File: src/rtl/imem_fetch_ctrl.sv
// imem_fetch_ctrl: PC owner and loader/fetch sequencer for the instruction memory
module imem_fetch_ctrl #(
    parameter int          MEM_BYTES = 48,
    parameter logic [31:0] RESET_PC  = 32'd0
) (
    input  logic        clk,
    input  logic        rst_n,
    input  logic        load_valid,
    input  logic [31:0] load_addr,
    input  logic [31:0] load_data,
    output logic        load_ready,
    input  logic        load_done,
    input  logic        go,
    input  logic        stall,
    input  logic        redirect_valid,
    input  logic [31:0] redirect_pc,
    output logic        mem_we,
    output logic [31:0] mem_waddr,
    output logic [31:0] mem_wdata,
    output logic [31:0] pc_out,
    output logic        fetch_valid,
    output logic        flush,
    output logic        fault,
    output logic [1:0]  state_o
);
    typedef enum logic [1:0] {IDLE = 2'b00, LOAD = 2'b01, RUN = 2'b10, FAULT = 2'b11} state_t;

    localparam logic [31:0] LAST_PC = 32'(MEM_BYTES - 4);

    state_t      state, state_nx;
    logic [31:0] pc, pc_nx, target;
    logic        flush_nx, load_ok, target_ok;

    assign load_ok   = (load_addr[1:0] == 2'b00) && (load_addr <= LAST_PC);
    assign target    = redirect_valid ? redirect_pc : (stall ? pc : pc + 32'd4);
    assign target_ok = (target[1:0] == 2'b00) && (target <= LAST_PC);

    // State, PC and the one-cycle flush pulse; a bad next PC never reaches pc
    always_ff @(posedge clk or negedge rst_n) begin
        if (!rst_n) begin
            state <= IDLE;
            pc    <= RESET_PC;
            flush <= 1'b0;
        end else begin
            state <= state_nx;
            pc    <= pc_nx;
            flush <= flush_nx;
        end
    end

    // Next state: loader words win over go in IDLE; RUN takes redirect > stall > increment
    always_comb begin
        state_nx   = state;
        pc_nx      = pc;
        flush_nx   = 1'b0;
        load_ready = 1'b0;
        case (state)
            IDLE: begin
                if (load_valid) begin
                    state_nx = LOAD;
                end else if (go) begin
                    state_nx = RUN;
                    pc_nx    = RESET_PC;
                end
            end
            LOAD: begin
                if (load_valid) begin
                    load_ready = load_ok;
                    state_nx   = load_ok ? LOAD : FAULT;
                end else if (load_done) begin
                    state_nx = IDLE;
                end
            end
            RUN: begin
                if (target_ok) begin
                    pc_nx    = target;
                    flush_nx = redirect_valid;
                end else begin
                    state_nx = FAULT;
                end
            end
            FAULT: ;
        endcase
    end

    assign mem_we      = load_ready;
    assign mem_waddr   = load_addr;
    assign mem_wdata   = load_data;
    assign pc_out      = pc;
    assign fetch_valid = (state == RUN);
    assign fault       = (state == FAULT);
    assign state_o     = state;
endmodule

File: config.mk
export PLATFORM = sky130hd
export DESIGN_NAME = imem_fetch_ctrl
export DESIGN_NICKNAME = d
export VERILOG_FILES = /design/src/rtl/imem_fetch_ctrl.sv
export SDC_FILE = /design/constraint.sdc
export NUM_CORES = 1
export LEC_CHECK = 0
export ABC_CLOCK_PERIOD_IN_PS = 8029
export BUFFER_PORTS_ARGS = -buffer_cell sky130_fd_sc_hd__buf_2
export CAP_MARGIN = 10
export CORE_ASPECT_RATIO = 0.7
export CORE_MARGIN = 5
export CORE_UTILIZATION = 45
export DETAILED_ROUTE_END_ITERATION = 6
export PLACE_DENSITY = 0.84
export SYNTH_ARGS = -nofsm -noshare
export SYNTH_HDL_FRONTEND = slang
export SYNTH_SLANG_ARGS = --single-unit
export TNS_END_PERCENT = 10
File: constraint.sdc
create_clock -name clk -period 8.03 [get_ports clk]
set_clock_uncertainty 0.15 [all_clocks]
set_input_delay 0 -clock clk [delete_from_list [all_inputs] [get_ports clk]]
set_output_delay 0 -clock clk [all_outputs]
set_load 0.02 [all_outputs]
==> results by group, run 1 <==
Final layout
  – Finished Layout Cells: 509
  – Diode count: 0
  – Share of cells above drive strength 1: ~37%
  – Nets: around 540
  – Layout area overhead: 23.5%
  – FF+latch area: about 880 um^2
  – Multi-input logic area: roughly 0.0014 mm^2
  – Fillers: between 500 and 600
  – Final Util: between 50% and 60%

STA
  – Worst-Margin Slew: a little over 1 ns
  – Final setup fails: 0
  – Part of the cycle the worst path needs: 46.8%
  – Unrepaired setup endpoints after global routing: no
  – Final Hold Viols: 0
  – Slew HR: between 30 and 40%
  – Worst hold slack: approximately 0.054 ns
  – Minimum clock period: 3.75 ns
  – Slew Viols, Final: 0
  – Setup TNS: 0 ns
  – Fmax: about 0.27 GHz

Floorplan
  – Row count: 24
  – Chip height: between 70 and 80 um
  – Initial core utilization: a little under half
  – Die area: roughly 0.008 mm^2
  – Core area: 0.00628 mm^2
  – I/O pin count: around 200
  – Die width: 106 um

Global routing
  – Global route overflow: 0
  – Initial antenna violation count: 0
  – First-pass GRT wire length: ~14 mm
  – Largest net degree at the start of global routing: 36
  – Vias in the first global route: ~2700
  – GRT Total Usage: a little over a fifth

Worst setup path
  – WP data arrival: approximately 3.8 ns
  – CP peak stage delay: about 0.66 ns
  – R2r setup slk: about 4.3 ns
  – Crit. End Element: flip-flop
  – Crit-path slowest cell: o31a_1
  – Critical Path Fanout Max: 32
  – Critical Path RT: just over 8 ns
  – Critical Path Start Type: flip-flop
  – Critical Path, Cell by Cell: ha_1 > and4b_1 > and4_4 > nand2_1 > a2111oi_0 > a31o_2 > nand4_1 > o31a_1 > and2_1
  – Kind of critical path: reg -> reg

Routing
  – Routed length per instance: between 15 and 20 um
  – Routed wire length: just over 9 mm
  – Via count: roughly 2800
  – Routed Antenna Nets: 0
  – 1st-pass router iterations: 5
  – Drt drc: 0
  – Vias per std cell: 5.54
  – DRT iter0 DRCs: ~180

Hold path
  – Worst min path class: in -> reg

Status
  – Status: complete, no violations

Clock network
  – Setup bufs post-CTS: 0
  – TritonCTS buffer count: 5
  – Cts repair resizes: 0
  – CTS Hold Bufs: 39
  – Later-pin clock latency in the skew report: 0.29 ns
  – CTS tree: done
  – Clk sinks: 35
  – Clk buf depth: 2
  – Root Buffer: clkbuf_8
  – CTS clk-pin slew, worst paths: approximately 0.07 ns
  – H-tree levels: 2

Yosys
  – Synth unique cells: 65
  – Number of synthesized flops with an enable pin: 0
  – Synth Instances: between 300 and 400
  – Top_reg_cell synth: dfrtp_1
  – Synth Cell Area: between 0.002 and 0.003 mm^2
  – Adder-Cell Fraction of Synth Area: about 2.1%
  – Post-synthesis compound-gate area fraction: a little over an eighth
  – Yosys reg bits: 35
  – YS warnings: 0
  – Mean post-synth cell area: 9.04 um^2
  – Synth async-reset ratio: between 90% and 100%
  – Cell with the most instances after synthesis: buf_4
  – Post-synthesis sequential area ratio: roughly 30%
  – Largest area contributor in the netlist: dfrtp_1
  – Largest family of logic cells by synthesized area: simple AND/OR/NAND/NOR gates
  – Syn Nets: about 430
  – Synth top area share: approximately 30%
  – Xor/xnor share of the synthesized area: 3.00%
  – Top post-synthesis cells by area: dfrtp_1 30%, buf_4 17%, and2_1 5.1%, nand4_1 3.2%, nor4_1 3.2%
  – Synth Area in Simple Gates: between 20 and 30%
  – Post-synthesis mux area share: around 3.2%
  – Most frequent cells after synthesis: 66 x buf_4, 35 x dfrtp_1, 24 x and2_1

Place
  – Total placed cells including tap cells: approximately 460
  – Placer congestion estimate: 0.917
  – Buffers on Ports: ~140
  – Detailed placement HPWL: slightly below 7 mm

Power and ir drop
  – PwrDens: between 100 and 150 mW/mm^2
  – VDD IR-drop max: 84.5 uV
  – Lkg Pwr: between 1.5 and 2 nW

Job
  – Max-Cap Viols: 0
[per-layer routing]
layer	GRT usage (%)	vias up	part of all wire (%)
li1	-	1335	-
met1	31.2	1327	46
met2	32.7	147	44
met3	4.31	13	7.8
met4	5.30	0	1.3
met5	0	-	0
[path summary, 6_finish.rpt]
| check | end | cells past startpoint | from |
|---|---|---|---|
| min reg2reg | pc_out[31]$_DFFE_PN0P_ | 1 | pc_out[31]$_DFFE_PN0P_ |
| max | pc_out[17]$_DFFE_PN0P_ | 9 | pc_out[2]$_DFFE_PN0P_ |
| min | pc_out[2]$_DFFE_PN0P_ | 4 | stall |
| min in group asynchronous | pc_out[22]$_DFFE_PN0P_ | 2 | rst_n |
| max in group asynchronous | pc_out[2]$_DFFE_PN0P_ | 2 | rst_n |
| max reg2reg | pc_out[17]$_DFFE_PN0P_ | 9 | pc_out[2]$_DFFE_PN0P_ |
[layout make-up]
cell class                 instances  share of cell area [%]
multi-input combinational        203                    39.9
clock inverter                     3                   0.416
inverter                           9                   0.937
clock buffer                       5                    1.91
sequential                        35                    24.3
tap                               78                    2.71
timing repair buffer             176                    29.8
[stage by stage]
stage / worst slack [ns] / total power, mW / area [um^2]
CTS: 4.31 / 0.504 / 3610
finish: 4.28 / 0.503 / 3610
floorplan: 4.89 / 0.338 / 2920
detailed placement: 4.33 / 0.351 / 3130
global placement: 4.40 / 0.343 / 3130
global route: 4.06 / 0.526 / 3610
[report_power, final]
group	switching [mW]	internal [mW]
Sequential	0.00627	0.182
Combinational	0.119	0.0700
Clock	0.0669	0.0593
Total	0.192	0.311
[flip-flops by register name, summed over array words and instances, names as in the netlist]
register and cells:
pc_out 32, state_o 2, flush 1
[critical path, delay by kind of cell (launching register included)]
family | cells | cell delay (ns)
AO/OA/AOI/OAI | 3 | 1.46
adder cells (fa/ha/maj) | 1 | 0.22
AND/OR/NAND/NOR | 5 | 1.32
flip-flops | 1 | 0.48
[kinds of logic (layout without fill, tap and decap cells)]
family                     after synthesis  count (layout)
and+or+nand+nor                        130             130
buffers and inverters                   85             193
AOI/OAI and AO/OA                       49              49
DFF                                     35              35
xor gates and xnor gates                10              10
muxes                                    9               9
adders and majority gates                5               5
[cells in the final DEF, fill, tap and decap left out, types with 4 or more instances in the layout]
master	synthesis	routed
a31oi_1	4	4
and2_1	24	24
and2_4	5	5
buf_2	1	137
clkbuf_8	0	5
dfrtp_1	35	35
dlygate4sd3_1	0	39
ha_1	5	5
inv_1	8	8
mux2i_1	6	6
nand2_1	13	13
nand3_1	8	8
nand4_1	15	15
nor2_1	12	12
nor2b_1	4	4
nor3_1	9	9
nor4_1	15	15
o21ai_0	7	7
xnor2_1	7	7
No activity file was read; power rests on OpenSTA's default activity.
==> inputs of run 2 (changes only) <==
--- a/config.mk
+++ b/config.mk
@@ -5,14 +5,14 @@
 export SDC_FILE = /design/constraint.sdc
 export NUM_CORES = 1
 export LEC_CHECK = 0
-export ABC_CLOCK_PERIOD_IN_PS = 8029
+export ABC_CLOCK_PERIOD_IN_PS = 3400
 export BUFFER_PORTS_ARGS = -buffer_cell sky130_fd_sc_hd__buf_2
 export CAP_MARGIN = 10
 export CORE_ASPECT_RATIO = 0.7
 export CORE_MARGIN = 5
-export CORE_UTILIZATION = 45
+export CORE_UTILIZATION = 38
 export DETAILED_ROUTE_END_ITERATION = 6
-export PLACE_DENSITY = 0.84
+export PLACE_DENSITY = 0.75
 export SYNTH_ARGS = -nofsm -noshare
 export SYNTH_HDL_FRONTEND = slang
 export SYNTH_SLANG_ARGS = --single-unit
==> constraint.sdc (replaced) <==
create_clock -name clk -period 3.4 [get_ports clk]
set_clock_uncertainty 0.15 [all_clocks]
set_input_delay 0 -clock clk [delete_from_list [all_inputs] [get_ports clk]]
set_output_delay 0 -clock clk [all_outputs]
set_load 0.02 [all_outputs]
==> results by group, run 2 (same netlist as run 1, synthesis figures left out) <==
Status
  – Status: complete, no violations

Place
  – Detailed placement HPWL: 6.90 mm
  – Placer congestion estimate: between 0.8 and 0.9
  – Area after DPL: around 0.0032 mm^2
  – Buffers on Ports: between 100 and 150

Floorplan
  – Die width: 115 um
  – Row count: 26
  – Chip height: 83.3 um
  – Initial core utilization: 39.5%
  – Die area: around 0.0096 mm^2
  – Core area: 0.00738 mm^2
  – I/O pin count: between 200 and 250

STA
  – Final setup fails: 0
  – Setup TNS: 0 ns
  – Worst-Margin Slew: roughly 0.76 ns
  – Fmax: about 0.31 GHz
  – Final Hold Viols: 0
  – Unrepaired setup endpoints after global routing: no
  – Worst hold slack: about 0.083 ns
  – Minimum clock period: 3.21 ns
  – Slew Viols, Final: 0
  – Part of the cycle the worst path needs: 94.3%
  – Slew HR: about half

Power and ir drop
  – Psw: ~0.44 mW
  – Internal: roughly 0.85 mW
  – Total power: 1.28 mW
  – VDD IR-drop max: 191 uV
  – Switching portion of total power: between 30 and 40%
  – PwrDens: 343 mW/mm^2
  – Clk network pwr share: between 30% and 40%
  – Seq pwr share: between 30 and 40%
  – Lkg Pwr: between 1.5 and 2 nW
  – Logic pwr share: a little over a third

Final layout
  – FF+latch area: ~900 um^2
  – Most common cell after layout, fill and taps aside: buf_2
  – Diode count: 0
  – Share of cells above drive strength 1: 39.1%
  – Fin area: approximately 0.0037 mm^2
  – Final Util: roughly half
  – Multi-input logic area: 0.00144 mm^2
  – Fillers: between 700 and 800
  – Most frequent cells in the layout: 137 x buf_2, 39 x dlygate4sd3_1, 35 x dfrtp_1
  – Max reg flops: 32
  – Nets: 549
  – Layout area overhead: 28.4%

Clock network
  – CTS tree: done
  – Clk buf depth: 2
  – Later-pin clock latency in the skew report: roughly 0.29 ns
  – Setup bufs post-CTS: 0
  – H-tree levels: 2
  – CTS clk-pin slew, worst paths: 0.07 ns
  – Root Buffer: clkbuf_8
  – TritonCTS buffer count: 5
  – Clk sinks: 35

Worst setup path
  – CP delay by family, top: simple AND/OR/NAND/NOR gates
  – WP data arrival: 3.23 ns
  – Critical Path Start Type: flip-flop
  – Critical Path, Cell by Cell: ha_1 > and4b_2 > and4_4 > nand3_1 > xnor2_1 > o31ai_1 > nand4_1 > o31a_1 > buf_4 > and2_1
  – CP peak stage delay: between 0.4 and 0.5 ns
  – Kind of critical path: reg -> reg
  – Critical Path Fanout Max: 19
  – Crit. End Element: flip-flop
  – CP Buf/Inv Count: 1
  – Crit-path slowest cell: dfrtp_1
  – Critical Path RT: between 3 and 4 ns

Routing
  – Routed length per instance: ~17 um
  – Routed wire length: about 9.2 mm
  – DRT iter0 DRCs: slightly above 200
  – Drt drc: 0
  – Via count: 2870
  – Routed Antenna Nets: 0
  – Vias per std cell: around 5.3
  – 1st-pass router iterations: 5

Global routing
  – Global route overflow: 0
  – Vias in the first global route: around 2800
  – GRT Total Usage: ~18%
  – Initial antenna violation count: 0
  – Largest net degree at the start of global routing: 36
  – First-pass GRT wire length: 14.2 mm

Hold path
  – Worst min path class: in -> reg

Job
  – Max-Cap Viols: 0
[run 2: what timing repair did]
| item | CTS | global route |
|---|---|---|
| hold buffers | 39 | 0 |
| resized for setup | 0 | 1 |
| endpoints found under the setup margin | 0 | 14 |
| endpoints found under the hold margin | 74 | 0 |
[run 2: path summary, 6_finish.rpt]
kind                                        from                     end  cells after the start  slack, ns
max                        pc_out[2]$_DFFE_PN0P_  pc_out[15]$_DFFE_PN0P_                     10       0.19
max reg2reg                pc_out[2]$_DFFE_PN0P_  pc_out[15]$_DFFE_PN0P_                     10       0.19
min                              redirect_pc[16]         flush$_DFF_PN0_                      5       0.08
max in group asynchronous                  rst_n  pc_out[28]$_DFFE_PN0P_                      2       2.44
min in group asynchronous                  rst_n  pc_out[10]$_DFFE_PN0P_                      2       0.16
min reg2reg                pc_out[0]$_DFFE_PN0P_   pc_out[0]$_DFFE_PN0P_                      1       0.39
[run 2: metal layers]
| metal | up-vias | track usage (%) | share of wire (%) |
|---|---|---|---|
| met4 | 0 | 2.67 | 0.45 |
| met1 | 1349 | 25.4 | 43 |
| met3 | 8 | 5.52 | 11 |
| met2 | 154 | 28.1 | 46 |
| li1 | 1359 | - | - |
| met5 | - | 0 | 0 |
[run 2: power by group through the flow]
stage | logic (mW) | registers, mW | clock network [mW]
6_report | 0.454 | 0.444 | 0.386
4_1_cts | 0.458 | 0.444 | 0.395
2_1_floorplan | 0.331 | 0.466 | 0
5_1_grt | 0.498 | 0.446 | 0.415
3_3_place_gp | 0.380 | 0.451 | 0
3_5_place_dp | 0.390 | 0.453 | 0
[run 2: stage by stage]
step                setup WS [ns]  cells
detailed placement          0.191    493
floorplan                   0.265    323
CTS                         0.159    540
global placement            0.314    493
global route               0.0393    540
finish                      0.194    540
[run 2: layout make-up]
type | count | area share, %
clock buffer | 6 | 2.20
tap | 98 | 3.27
timing repair buffer | 187 | 30.9
clock inverter | 2 | 0.935
inverter | 9 | 0.901
sequential | 35 | 23.4
multi-input combinational | 203 | 38.4
[run 2: worst register-to-register path: stages (launching register included)]
cell     delay, ns
dfrtp_1       0.48
ha_1          0.21
and4b_2       0.33
and4_4        0.33
nand3_1       0.11
xnor2_1       0.15
o31ai_1       0.38
nand4_1       0.23
o31a_1        0.35
buf_4         0.20
and2_1        0.17
